### config.mk
export PLATFORM = sky130hd
export DESIGN_NAME = rx_word_fifo
export DESIGN_NICKNAME = d
export VERILOG_FILES = /design/src/rtl/ram_loader_pkg.sv /design/src/rtl/fifo_mem.sv /design/src/rtl/rx_word_fifo.sv
export SDC_FILE = /design/constraint.sdc
export NUM_CORES = 1
export LEC_CHECK = 0
export BUFFER_PORTS_ARGS = -buffer_cell sky130_fd_sc_hd__buf_2
export CAP_MARGIN = 20
export CORE_AREA = 2 2 205 207
export DETAILED_ROUTE_END_ITERATION = 7
export DIE_AREA = 0 0 207 209
export PLACE_DENSITY = 0.74
export RECOVER_POWER = 25
export SLEW_MARGIN = 20
export SYNTH_ARGS = -nofsm -noshare
export SYNTH_HDL_FRONTEND = slang
export SYNTH_SLANG_ARGS = --single-unit
### constraint.sdc
create_clock -name clk_sys -period 14 [get_ports clk_sys]
set_clock_uncertainty 0.15 [all_clocks]
set_input_delay 0.7 -clock clk_sys [delete_from_list [all_inputs] [get_ports clk_sys]]
set_output_delay 0.7 -clock clk_sys [all_outputs]
set_load 0.005 [all_outputs]
### src/rtl/ram_loader_pkg.sv
// Shared word/byte geometry and read-handshake states for the RAM program loader path.
package ram_loader_pkg;
  localparam int WORD_W         = 32;
  localparam int BYTE_W         = 8;
  localparam int BYTES_PER_WORD = 4;

  typedef enum logic {
    IDLE = 1'b0,
    ACK  = 1'b1
  } rd_state_e;
endpackage

### src/rtl/fifo_mem.sv
// Word storage for rx_word_fifo: one write port, one registered read port whose
// output holds the last read word until the next read.
module fifo_mem
  import ram_loader_pkg::*;
#(
  parameter int DEPTH = 16,
  parameter int AW    = $clog2(DEPTH)
) (
  input  logic              clk_sys,
  input  logic              rst_sys_n,
  input  logic              wr_en_i,
  input  logic [AW-1:0]     wr_addr_i,
  input  logic [WORD_W-1:0] wr_data_i,
  input  logic              rd_en_i,
  input  logic [AW-1:0]     rd_addr_i,
  output logic [WORD_W-1:0] rd_data_o
);

  logic [WORD_W-1:0] mem_q [DEPTH];
  logic [WORD_W-1:0] rd_data_q;

  always_ff @(posedge clk_sys) begin
    if (wr_en_i) mem_q[wr_addr_i] <= wr_data_i;
  end

  // Read-before-write: a same-edge push to the popped slot returns the old word.
  always_ff @(posedge clk_sys or negedge rst_sys_n) begin
    if (!rst_sys_n) rd_data_q <= '0;
    else if (rd_en_i) rd_data_q <= mem_q[rd_addr_i];
  end

  assign rd_data_o = rd_data_q;

endmodule

### src/rtl/rx_word_fifo.sv
// Packs received bytes into little-endian words, buffers them, and serves them to the
// loader through a request/ack handshake. Partial words are flushed after an idle timeout.
module rx_word_fifo
  import ram_loader_pkg::*;
#(
  parameter int DEPTH          = 16,
  parameter int TIMEOUT_CYCLES = 1000000
) (
  input  logic                     clk_sys,
  input  logic                     rst_sys_n,
  input  logic [BYTE_W-1:0]        rx_data_i,
  input  logic                     rx_valid_i,
  input  logic                     clear_i,
  input  logic                     read_enable_i,
  output logic [WORD_W-1:0]        data_o,
  output logic                     rx_ack_o,
  output logic                     empty_no,
  output logic                     full_o,
  output logic                     overflow_o,
  output logic [$clog2(DEPTH):0]   word_cnt_o
);

  localparam int AW    = $clog2(DEPTH);
  localparam int CW    = AW + 1;
  localparam int IDX_W = $clog2(BYTES_PER_WORD);
  localparam int ACC_W = (BYTES_PER_WORD - 1) * BYTE_W;
  localparam int TMO_W = (TIMEOUT_CYCLES > 1) ? $clog2(TIMEOUT_CYCLES + 1) : 1;
  localparam logic [IDX_W-1:0] LAST_IDX = IDX_W'(BYTES_PER_WORD - 1);

  logic [AW-1:0]    wr_ptr_q, rd_ptr_q;
  logic [CW-1:0]    count_q, count_d;
  logic [IDX_W-1:0] byte_idx_q;
  logic [ACC_W-1:0] acc_q;
  logic [TMO_W-1:0] tmo_q;
  logic             ovf_q;
  logic             ack_q;
  rd_state_e        state_q;

  logic              word_done, flush, push_req, push_ok, pop;
  logic [WORD_W-1:0] push_word;

  assign word_done = rx_valid_i && (byte_idx_q == LAST_IDX);
  // A byte on the terminal edge wins over the flush, so the flush requires !rx_valid_i.
  assign flush     = (TIMEOUT_CYCLES != 0) && !rx_valid_i && (byte_idx_q != '0) &&
                     (tmo_q == TMO_W'(TIMEOUT_CYCLES));
  assign push_req  = !clear_i && (word_done || flush);
  assign pop       = !clear_i && (state_q == IDLE) && read_enable_i && (count_q != '0);
  assign push_ok   = push_req && ((count_q != CW'(DEPTH)) || pop);
  // acc_q is zeroed after every push, so unused upper lanes of a flushed word are already 0.
  assign push_word = word_done ? {rx_data_i, acc_q} : {{BYTE_W{1'b0}}, acc_q};

  always_comb begin
    count_d = count_q;
    case ({push_ok, pop})
      2'b10:   count_d = count_q + CW'(1);
      2'b01:   count_d = count_q - CW'(1);
      default: count_d = count_q;
    endcase
  end

  always_ff @(posedge clk_sys or negedge rst_sys_n) begin
    if (!rst_sys_n) begin
      byte_idx_q <= '0;
      acc_q      <= '0;
      tmo_q      <= '0;
    end else if (clear_i) begin
      byte_idx_q <= '0;
      acc_q      <= '0;
      tmo_q      <= '0;
    end else if (rx_valid_i) begin
      tmo_q <= '0;
      if (byte_idx_q == LAST_IDX) begin
        byte_idx_q <= '0;
        acc_q      <= '0;
      end else begin
        byte_idx_q <= byte_idx_q + IDX_W'(1);
        for (int k = 0; k < BYTES_PER_WORD - 1; k++) begin
          if (byte_idx_q == IDX_W'(k)) acc_q[k*BYTE_W +: BYTE_W] <= rx_data_i;
        end
      end
    end else if (flush) begin
      byte_idx_q <= '0;
      acc_q      <= '0;
      tmo_q      <= '0;
    end else if ((byte_idx_q != '0) && (TIMEOUT_CYCLES != 0)) begin
      tmo_q <= tmo_q + TMO_W'(1);
    end
  end

  always_ff @(posedge clk_sys or negedge rst_sys_n) begin
    if (!rst_sys_n) begin
      wr_ptr_q <= '0;
      rd_ptr_q <= '0;
      count_q  <= '0;
      ovf_q    <= 1'b0;
    end else if (clear_i) begin
      wr_ptr_q <= '0;
      rd_ptr_q <= '0;
      count_q  <= '0;
      ovf_q    <= 1'b0;
    end else begin
      if (push_ok) wr_ptr_q <= wr_ptr_q + AW'(1);
      if (pop)     rd_ptr_q <= rd_ptr_q + AW'(1);
      count_q <= count_d;
      if (push_req && !push_ok) ovf_q <= 1'b1;
    end
  end

  always_ff @(posedge clk_sys or negedge rst_sys_n) begin
    if (!rst_sys_n) begin
      state_q <= IDLE;
      ack_q   <= 1'b0;
    end else if (clear_i) begin
      state_q <= IDLE;
      ack_q   <= 1'b0;
    end else begin
      case (state_q)
        IDLE: begin
          ack_q <= pop;
          if (pop) state_q <= ACK;
        end
        ACK: begin
          ack_q   <= 1'b0;
          state_q <= IDLE;
        end
        default: begin
          ack_q   <= 1'b0;
          state_q <= IDLE;
        end
      endcase
    end
  end

  fifo_mem #(
    .DEPTH(DEPTH),
    .AW   (AW)
  ) u_mem (
    .clk_sys  (clk_sys),
    .rst_sys_n(rst_sys_n),
    .wr_en_i  (push_ok),
    .wr_addr_i(wr_ptr_q),
    .wr_data_i(push_word),
    .rd_en_i  (pop),
    .rd_addr_i(rd_ptr_q),
    .rd_data_o(data_o)
  );

  assign rx_ack_o   = ack_q;
  assign empty_no   = (count_q != '0);
  assign full_o     = (count_q == CW'(DEPTH));
  assign overflow_o = ovf_q;
  assign word_cnt_o = count_q;

endmodule

==> summary by stage, run 1 <==
STA
The number of setup violations in the final report is 0. The relative slew slack is -0.00527. In the final timing run, aggregate negative setup slack is 0 ps. The setup slack after layout is 9690 ps. The pin slew with the least headroom to its limit is 1510 ps.

Setup repair after global routing left no endpoint under its margin. In the finished design, the share of the clock period the worst path needs comes to 0.308. The hold violation count in the final report is 0. The tightest hold path in the finished design has a slack of 277 ps. The minimum clock period after layout is 4310 ps. The max-slew violation total from the final report is 21.

For this run, the top clock speed supported by timing is 0.232 GHz.

Critical path
The capturing element type of the critical path is a flip-flop. The critical path arrival is 4430 ps. In this run the critical register-to-register path is launched from byte_idx_q[0]. For this design, the slowest cell found on the critical path is sky130_fd_sc_hd__nor2_4. The largest single stage delay on the critical path is 720 ps. Traced cell by cell, the critical path runs through inv_1, ha_1, or4_1, or2_2, o21ai_2, nand4_1, nor2_4, buf_4. The capture point of the worst reg-to-reg path is u_mem.mem_q[15][16]. Of all nets on the critical path, the largest fanout is 17. The startpoint of the most critical setup path is byte_idx_q[0]. In this run the worst setup path terminates at u_mem.mem_q[15][16]. Counting both buffers and inverters, the worst setup path holds a total of 2.

The cell family contributing the most delay on the critical path is simple AND/OR/NAND/NOR gates. Counting cells, the worst reg-to-reg path comes to 8. The worst setup path is launched from a flip-flop.

The worst-case register-to-register setup slack is 9690 ps. The class of the most critical setup path is flip-flop to flip-flop. Data on the critical path is required at its endpoint by 14,120 ps. The logic depth of the worst path, buffers included is 8.

Routing
The number of violations reported at the end of detailed-routing iteration 0 is 934. The final layout contains routed wiring with a total length of 48,300 um. Dividing the detail-routed wire length by the instance count gives 26.8 um. For this run, design rule violations remaining after detail routing come to 0. Summing over every cut layer, the via total after detailed routing is 11,444.

The detailed-route vias per instance is 6.35. In this run the remaining antenna-violating nets after routing total 0. The pre-antenna-repair detailed-routing pass consisted of 5 iterations.

Global routing
The remaining global-route overflow is 0. For this run, the total global-route usage over all layers was measured as 0.230. The largest net degree at the start of global routing is 75. The number of global-route vias before repair is 11,949.

The global-route wire length before repair is 74,100 um. The initial antenna violation count is 1.

Job
Max-cap violations in this run came to 1.

Pwr
The net switching fraction of the power is 0.207. For this design the total switching power over the nets is 797 uW. The combinational fraction of design power is 0.064. The part of the power in the clock network is 0.407. The total leakage power is 8.82 nW. Power spread over the standard cell area amounts to 143 nW/um2. The internal portion of total power is 3.05 mW. The sequential cell fraction of total power is 0.529. The maximum ir drop on the vdd rail is 0.000101 V.

Worst hold path
The class of the most critical hold timing path is primary input to flip-flop.

Clock tree
The clock latency on the worst-skew pair is 600 ps. The total CTS buffers is 58. The quantity of gates resized following cts is 0. The longest clock path from root to sink contains 3 buffers. Clock-pin slew was measured on the worst setup and hold paths at 60 ps. The TritonCTS sink count is 605. The buffers inserted during post-CTS setup optimization is 0. CTS built an H-tree with a depth of 2. TritonCTS built the clock tree. The tree is rooted in a sky130_fd_sc_hd__clkbuf_16.

Die
The area of the core is 41,300 um2. For this configuration, the core starts out at a cell density of 0.573. The die covers 43,300 um2. The number of primary I/O pins is 54. From left edge to right edge, the die measures 207 um.

After floorplanning, the core was divided into 75 placement rows. Measured along the y axis, the die boundary spans 209 um.

Run status
The run finished, with violations left. The final reports fail on max-capacitance violations, max-slew violations.

Synthesis
The share of the Yosys chip area taken by registers is 0.748. The count of flip-flops with a built-in enable after synthesis is 512. The post-synthesis async set-or-reset flop share is 0.154. During synthesis, Yosys emitted a total of 0 warnings. For this run, the leading register cell type out of synthesis is sky130_fd_sc_hd__edfxtp_1. Summed over all instances, the cell type with the most area after synthesis is sky130_fd_sc_hd__edfxtp_1. The number of nets handed over by synthesis was 1,156. The mapped netlist covers 23,700 um2.

Synthesis instantiated 42 different standard cells from the library. A synthesized cell averages 21.0 um2. After synthesis the netlist holds a flip-flop and latch count of 605. After synthesis, the cell types taking the most area are sky130_fd_sc_hd__edfxtp_1, sky130_fd_sc_hd__mux4_2, sky130_fd_sc_hd__dfrtp_1, sky130_fd_sc_hd__mux2_2, sky130_fd_sc_hd__a32o_1. The share of synthesized area in the top cell type comes to 0.650. The instance count of the mapped netlist is 1,128.

Cells and area
In the final layout, the multi-input gates occupy 5800 um2. The count of fill cells added during filler insertion is 2,666. The number of antenna diodes in the final layout is 0. The post-synthesis to final-layout area growth is 13.5%. The library cells used most frequently in the layout, excluding fill and tap cells, are sky130_fd_sc_hd__edfxtp_1, sky130_fd_sc_hd__mux4_2, sky130_fd_sc_hd__dfrtp_1, sky130_fd_sc_hd__clkbuf_16, sky130_fd_sc_hd__buf_2.

In the final design database the tool counted 1,240 nets. Of the cells placed in the final design, the portion with a size suffix greater than 1 is 0.308. The library cell used most frequently in the layout, excluding fill and tap cells, is sky130_fd_sc_hd__edfxtp_1. Summing all flip-flop and latch instances after layout gives 17,700 um2.

Placement
The congestion estimate from routability-driven global placement came to 0.839. Buffers placed on the I/O ports in this run total 53. The HPWL after detailed placement is 27,800 um. Timing analysis after detailed placement gives a worst setup slack of 9500 ps.
-- layout make-up --
| class | instances | area share |
|---|---|---|
| timing repair buffer | 80 | 0.0259 |
| sequential | 605 | 0.659 |
| multi-input combinational | 455 | 0.216 |
| clock buffer | 74 | 0.0598 |
| clock inverter | 36 | 0.0121 |
| tap | 539 | 0.0251 |
| inverter | 12 | 0.00168 |
-- stage by stage --
step           utilization  area (um2)  instances  total power [mW]
6_report             0.651       26900       1801              3.84
5_1_grt              0.651       26900       1801              3.96
4_1_cts              0.650       26800       1800              3.87
3_5_place_dp         0.603       24900       1689              2.32
3_3_place_gp         0.596       24600       1677              2.32
2_1_floorplan            -       23700       1128              2.23
-- Yosys cell counts, drive strengths merged, types with 2 or more instances --
library cell	n
nand2b	5
xor2	14
or4	4
ha	14
a221o	2
mux4	160
dfrtp	93
nor2b	5
nand4	11
clkbuf	35
xnor2	8
edfxtp	512
o211ai	2
o21ai	6
and3	11
a32o	18
nor3	8
a21boi	2
mux2	35
and4	2
nand3	21
and2	3
buf	21
nor4	6
inv	12
nand2	44
a21oi	15
nor2	38
mux2i	13
-- layer usage --
layer	vias to the layer above	part of all wire	GRT usage
li1	4816	-	-
met1	6136	0.41	0.324
met4	0	0.022	0.0697
met5	-	0	0
met2	423	0.51	0.377
met3	69	0.063	0.0374
-- what timing repair did --
action                                 4_1_cts  5_1_grt
hold buffers                                 1        0
endpoints found under the hold margin       19        0
setup endpoints to repair                    0        0
-- state kept, by name, summed over array words and instances (netlist names) --
signal	flops
overflow_o	1
wr_ptr_q	4
byte_idx_q	2
word_cnt_o	5
rd_ptr_q	4
u_mem.rd_data_o	32
acc_q	24
rx_ack_o	1
u_mem.mem_q	512
tmo_q	20
-- logic make-up (layout without fill, tap and decap cells) --
group | Yosys count | count (layout) | synth area share
AO/OA/AOI/OAI | 49 | 49 | 0.0161
XOR/XNOR | 22 | 22 | 0.00814
adder cells (fa/ha/maj) | 15 | 15 | 0.00825
buffers and inverters | 68 | 202 | 0.0116
flip-flops | 605 | 605 | 0.748
multiplexers | 208 | 208 | 0.174
AND/OR/NAND/NOR | 161 | 161 | 0.0332
-- power by group through the flow --
stage | clock, mW | combinational, mW | sequential [mW]
6_report | 1.56 | 0.246 | 2.04
5_1_grt | 1.65 | 0.266 | 2.04
4_1_cts | 1.58 | 0.253 | 2.04
3_5_place_dp | 0 | 0.250 | 2.07
3_3_place_gp | 0 | 0.247 | 2.07
2_1_floorplan | 0 | 0.167 | 2.06
-- how the worst min path moves through the flow --
| stage | cells after the start | to | startpoint |
|---|---|---|---|
| 6_report | 3 | acc_q[1] | rx_data_i[1] |
| 5_1_grt | 3 | acc_q[6] | rx_data_i[6] |
| 4_1_cts | 3 | acc_q[1] | rx_data_i[1] |
| 3_5_place_dp | 1 | u_mem.rd_data_o[31] | u_mem.rd_data_o[31] |
| 3_3_place_gp | 1 | u_mem.rd_data_o[5] | u_mem.rd_data_o[5] |
| 2_1_floorplan | 0 | acc_q[0] | rst_sys_n |
-- worst reg2reg max path, stage by stage (launching register included) --
cell and delay, ps:
sky130_fd_sc_hd__dfrtp_1 420, sky130_fd_sc_hd__inv_1 90, sky130_fd_sc_hd__ha_1 360, sky130_fd_sc_hd__or4_1 590
sky130_fd_sc_hd__or2_2 320, sky130_fd_sc_hd__o21ai_2 470, sky130_fd_sc_hd__nand4_1 450, sky130_fd_sc_hd__nor2_4 730
sky130_fd_sc_hd__buf_4 410
No activity file was read; power rests on OpenSTA's default activity.
==> inputs of run 2 (changes only) <==
CORE_AREA = 2 2 209 211   (was 2 2 205 207)
DIE_AREA = 0 0 211 213   (was 0 0 207 209)
PLACE_DENSITY = 0.75   (was 0.74)
clock period = 3.5 ns   (was 14 ns; I/O delays follow)
==> summary by stage, run 2 (same netlist as run 1, synthesis figures left out) <==
Routing
The highest layer used for signal routing is met4. The total length of routed met3 wires is 4080 um. The routed length per instance is 27.3 um. The post-detailed-route count of antenna-violating nets is 0.

The number of violations reported at the end of detailed-routing iteration 0 is 1,177. Across all layers, the routed design uses 11,648 vias. The total met2 wirelength after detailed routing is 24,900 um. For this run, design rule violations remaining after detail routing come to 0. The first detailed-routing pass took 7 iterations.

For this block, wires on met1 add up to 20,500 um. The detailed-route vias per instance is 6.30. The final wirelength is 50,500 um.

Cells and area
In the final design database the tool counted 1,284 nets. The register with the most flip-flops in the layout has 512 of them. The most common cell after layout, fill and taps aside is sky130_fd_sc_hd__edfxtp_1. The count of fill cells added during filler insertion is 2,711.

The final non-filler cell area is 27,300 um2. The number of standard cells in the final layout excluding fillers is 1,848. The utilization after layout is 0.640. The register ranked first by flip-flop count is u_mem.mem_q.

The post-synthesis to final-layout area growth is 15.5%. In the layout the commonest cells are sky130_fd_sc_hd__edfxtp_1, sky130_fd_sc_hd__mux4_2, sky130_fd_sc_hd__dfrtp_1, sky130_fd_sc_hd__clkbuf_16, sky130_fd_sc_hd__buf_2. The fraction of layout cells with a size suffix above 1 is 0.324. The number of antenna diodes in the final layout is 0.

Global routing
The total overflow left after global routing is 0. Entering global routing, the biggest net connects 58 pins. The initial antenna violation count is 1. The first global-routing pass estimated 76,100 um of wire. The number of global-route vias before repair came to 12,001. The total global-route track usage is 0.236.

Critical path
The most critical setup path has its startpoint at tmo_q[7]. At the worst endpoint, the arrival time is 3610 ps. In this run the critical register-to-register path is captured at word_cnt_o[4]. The number of cells on the worst reg-to-reg path is 9.

The setup check on the worst reg-to-reg path leaves a slack of 250 ps. The worst register-to-register path begins at tmo_q[7]. The worst setup path is launched from a flip-flop. In this run the worst path has a maximum fanout of 5. The class of the most critical setup path is flip-flop to flip-flop. At the worst endpoint, the required time is 3860 ps. STA classifies the critical path endpoint as a flip-flop.

Placement
The cell area after placement is 25,200 um2. In this run, placement finished with an instance count of 1,729. The wire-length estimate of the detail-placed layout is 29,900 um. The global placement routability congestion is 0.869. The number of buffers added on ports is 53.

Timing analysis after detailed placement gives a worst setup slack of 240 ps.

STA
Based on the critical path, the design can be clocked at up to 0.308 GHz. The pin slew with the least headroom to its limit is 1770 ps. Setup violations remaining at the end of the flow were counted as 0. Setup slack closes at 248 ps. The clock period could shrink to 3250 ps.

The hold violation count in the final report is 0. The portion of the clock cycle consumed by the worst path in the final layout is 0.929. The max-slew violation total from the final report is 58. The relative slew slack is -0.181. Setup repair after global routing left no endpoint under its margin.

Pwr
For this design the ratio of total power to cell area is 571 nW/um2. Of the total power, the clock network draws 0.409. The sequential cell fraction of total power is 0.521. The net switching fraction of the power is 0.208. Summed over all cells, the static leakage comes to 9.02 nW. Cell internal power was estimated by the tool at 12.4 mW.

The net switching component of the power is 3.25 mW. Total power for the finished layout comes to 15.6 mW. The worst-case IR drop observed on VDD is 0.000349 V. Of the total power, combinational logic draws 0.070.

Clock tree
Clock latency on the worst-skew pair, taken at its later pin, is 600 ps. The clock tree from TritonCTS is yes. The number of buffers on the longest clock path is 3. The root buffer cell chosen for the clock tree is sky130_fd_sc_hd__clkbuf_16. The clock-pin slew of the registers on the worst-case setup and hold paths is 60 ps.

The clock tree synthesis step divided the H-tree into 2 levels. TritonCTS created 58 clock buffers. For this design, the sink count on the clock tree is 605.

Die
During I/O placement, the number of pins put on the boundary was 54. The cell row count is 76. The vertical die dimension is 213 um.

The full die area is 44,900 um2. The effective utilization at floorplan is 0.554. The area of the core is 42,700 um2. The horizontal extent of the die is 211 um.

Worst hold path
The number of stages on the worst hold path is 4. The worst hold path belongs to the class primary input to flip-flop. The startpoint identified for the worst hold timing path is rx_data_i[7]. The worst hold path endpoint is acc_q[7].

Run status
The run finished, with violations left. The checks that failed: max-capacitance violations, max-slew violations.

Job
The max-cap violation count is 1.
-- run 2: worst max-delay path by stage --
stage	endpoint	slack [ps]	depth (start not counted)
after floorplan	u_mem.mem_q[10][0]	-420	6
after global placement	word_cnt_o[4]	250	9
after detailed placement	word_cnt_o[4]	240	9
after CTS	word_cnt_o[4]	230	9
after global routing	word_cnt_o[4]	30	11
final	word_cnt_o[4]	250	9
-- run 2: power by group through the flow --
stage	registers (mW)	logic (mW)	clock network, mW
after global routing	8.17	1.19	6.74
after global placement	8.27	1.08	0
final	8.14	1.09	6.38
after detailed placement	8.29	1.10	0
after floorplan	8.23	0.670	0
after CTS	8.14	1.12	6.46
-- run 2: final cells by class --
class / instances / area (um2) / area share
sequential: 605 / 17700 / 0.648
tap: 546 / 683 / 0.0250
clock buffer: 75 / 1600 / 0.0584
timing repair buffer: 124 / 1080 / 0.0396
clock inverter: 31 / 365 / 0.0134
multi-input combinational: 455 / 5840 / 0.214
inverter: 12 / 45.0 / 0.00165
-- run 2: per-stage QoR --
step | setup TNS (ps) | hold slack [ps]
6_report | 0 | 332
5_1_grt | 0 | 327
4_1_cts | 0 | 106
3_5_place_dp | 0 | 205
3_3_place_gp | 0 | 188
2_1_floorplan | -61240 | -271
-- run 2: critical path, cell delays in order, from the launching register on --
cell                      delay, ps
sky130_fd_sc_hd__dfrtp_1        420
sky130_fd_sc_hd__or4b_1         550
sky130_fd_sc_hd__or4_4          520
sky130_fd_sc_hd__o21ai_2        170
sky130_fd_sc_hd__nor3_1         120
sky130_fd_sc_hd__ha_1           400
sky130_fd_sc_hd__nand3_1        160
sky130_fd_sc_hd__and4_1         230
sky130_fd_sc_hd__a221o_1        280
sky130_fd_sc_hd__a31oi_1        160
-- run 2: per-layer routing --
layer	track usage	vias up
li1	-	4898
met1	0.339	6150
met2	0.383	536
met3	0.0372	64
met4	0.0648	0
met5	0	-
-- run 2: what timing repair did --
item	CTS	global route
setup endpoints to repair	0	1
hold endpoints to repair	92	0
buffers inserted	0	0
resized for setup	0	1
hold buffers	13	0
==> inputs of run 3 (changes only) <==
RECOVER_POWER = unset   (was 25)
REMOVE_ABC_BUFFERS = 1   (was unset)
==> summary by stage, run 3 (same netlist as run 1, synthesis figures left out) <==
STA
Dividing the final minimum period by the clock period gives 0.944. The max-slew violation total from the final report came to 0. The number of setup violations in the final report is 0.

The hold violation count in the final report is 0. The minimum clock period after layout is 3300 ps. The pin slew with the least headroom to its limit is 852 ps. The maximum frequency from static timing analysis is 0.303 GHz. The worst pin sits at a relative slew slack of 0.432.

Hold timing on the final database bottoms out at a slack of 0.149 ps.

Clock tree
The number of buffers on the longest clock path is 3. Counting the buffers created by CTS gives 58. Clock latency on the worst-skew pair, taken at its later pin, is 610 ps.

The clock root buffer is sky130_fd_sc_hd__clkbuf_16. CTS saw 605 sinks. Clock-pin slew was measured on the worst setup and hold paths at 60 ps.

The depth of the CTS H-tree is 2. The clock tree from TritonCTS is yes.

Critical path
In this run the critical register-to-register path is launched from byte_idx_q[0]. Data on the critical path is required at its endpoint by 3880 ps. The worst setup path is captured at a flip-flop. The worst register-to-register path has a depth of 11.

The kind of start point of the critical path is a flip-flop. By startpoint and endpoint, the worst setup path is classified as flip-flop to flip-flop. The critical path arrival is 3690 ps.

The maximum fanout along the worst path is 4. The worst-case register-to-register setup slack is 200 ps. The worst register-to-register path ends at word_cnt_o[4].

Placement
Including well taps, the total number of placed cells is 1,729. At the end of routability-driven placement, the weighted congestion stood at 0.854. The count of buffers added on input and output ports is 53.

The HPWL reported at the end of detailed placement is 30,400 um.

Job
The tool flagged a number of max-cap violations equal to 0.

Worst hold path
The min-delay analysis places its worst path in the category primary input to asynchronous set/reset pin.

Cells and area
The area growth from synthesis to layout is 15.1%. The number of antenna diodes in the final layout is 0. The flip-flop count of the largest register after layout is 512. The library cells used most frequently in the layout, excluding fill and tap cells, are sky130_fd_sc_hd__edfxtp_1, sky130_fd_sc_hd__mux4_2, sky130_fd_sc_hd__dfrtp_1, sky130_fd_sc_hd__clkbuf_16, sky130_fd_sc_hd__buf_2. In the final design database the tool counted 1,286 nets. In the final layout, the multi-input gates occupy 5820 um2. The count of fill cells added during filler insertion is 2,752. More flip-flops sit in one register than any other, and that register is u_mem.mem_q. The number of standard cells in the final layout excluding fillers is 1,853.

The fraction of layout cells with a size suffix above 1 is 0.321. Summing all flip-flop and latch instances after layout gives 17,700 um2. Leaving out fill and tap cells, the most frequent cell in the layout is sky130_fd_sc_hd__edfxtp_1.

Pwr
The overall power of the completed layout is 15.1 mW. The total leakage power is 8.97 nW. The maximum ir drop on the vdd rail is 0.000366 V. The power density normalized to cell area is 556 nW/um2.

Routing
For this run, design rule violations remaining after detail routing come to 0. Before antenna repair, the detailed router went through 7 iterations. Dividing the detail-routed via count by the number of cells gives 6.39. The total number of vias is 11,834.

Once detail routing completed, the nets flagged for antenna violations numbered 0. The number of violations reported at the end of detailed-routing iteration 0 is 1,277. The final wirelength is 52,600 um. The routed length per instance is 28.4 um.

Die
The total area inside the core boundary comes to 42,700 um2. The vertical die dimension is 213 um. The full die area is 44,900 um2. The cell row count is 76.

The horizontal extent of the die is 211 um. The effective utilization at floorplan is 0.554. For this design the top-level I/O count stands at 54.

Global routing
Summed over all layers, the global routing overflow is 0. Across every metal layer, demand over resource in global routing totals 0.244. The initial antenna violation count is 1. The largest net degree at the start of global routing is 53.

The first global-routing pass estimated 79,200 um of wire. The number of global-route vias before repair is 12,261.

Run status
The run finished with clean final reports.
-- run 3: what timing repair did --
item	in CTS	in global routing
endpoints found under the hold margin	101	0
hold buffers	13	0
gates resized for setup	0	3
endpoints found under the setup margin	0	89
buffers inserted	0	2
-- run 3: area by class of cell --
| type | instances | area share |
|---|---|---|
| inverters | 12 | 0.00165 |
| clock inverters | 24 | 0.00708 |
| clock buffers | 85 | 0.0589 |
| repair buffers | 126 | 0.0433 |
| well taps | 546 | 0.0251 |
| multi-input cells | 455 | 0.214 |
| flip-flops and latches | 605 | 0.650 |
-- run 3: power by group --
group	total, mW	switching, mW	leakage (nW)	internal (mW)
combinational	1.10	0.499	2.25	0.597
sequential	8.10	0.144	5.85	7.96
clock	5.93	2.61	0.872	3.33
-- run 3: critical path, cell delays in order, from the launching register on --
cell and delay, ps:
sky130_fd_sc_hd__dfrtp_1 410, sky130_fd_sc_hd__inv_1 80, sky130_fd_sc_hd__ha_1 210, sky130_fd_sc_hd__or4_1 530, sky130_fd_sc_hd__or2_2 320, sky130_fd_sc_hd__o21ai_2 160
sky130_fd_sc_hd__nor3_1 120, sky130_fd_sc_hd__ha_1 400, sky130_fd_sc_hd__nand3_1 170, sky130_fd_sc_hd__and4_1 230, sky130_fd_sc_hd__a221o_1 280, sky130_fd_sc_hd__a31oi_1 160
-- run 3: worst max path at each step --
stage             startpoint                   to  slack [ps]
2_1_floorplan    rd_ptr_q[0]  u_mem.rd_data_o[10]       -3150
3_3_place_gp   byte_idx_q[0]   u_mem.mem_q[1][27]         170
3_5_place_dp   byte_idx_q[0]   u_mem.mem_q[1][27]          60
4_1_cts        byte_idx_q[0]   u_mem.mem_q[1][18]          50
5_1_grt        byte_idx_q[0]        word_cnt_o[4]          -6
6_report       byte_idx_q[0]        word_cnt_o[4]         200
-- run 3: layer usage --
metal,share of wire,up-vias,GRT usage
met1,0.39,6256,0.331
met5,0.00025,-,0
met4,0.025,2,0.0765
met2,0.51,579,0.413
met3,0.077,86,0.0413
li1,-,4911,-
-- run 3: metrics by stage --
stage	setup TNS [ps]	util	cell area [um2]	setup WS, ps
final	0	0.638	27200	196
after global routing	-6.14	0.638	27200	-6.14
after CTS	0	0.637	27200	45.4
after detailed placement	0	0.592	25300	59.1
after global placement	0	0.592	25300	172
after floorplan	-558390	-	23400	-3150
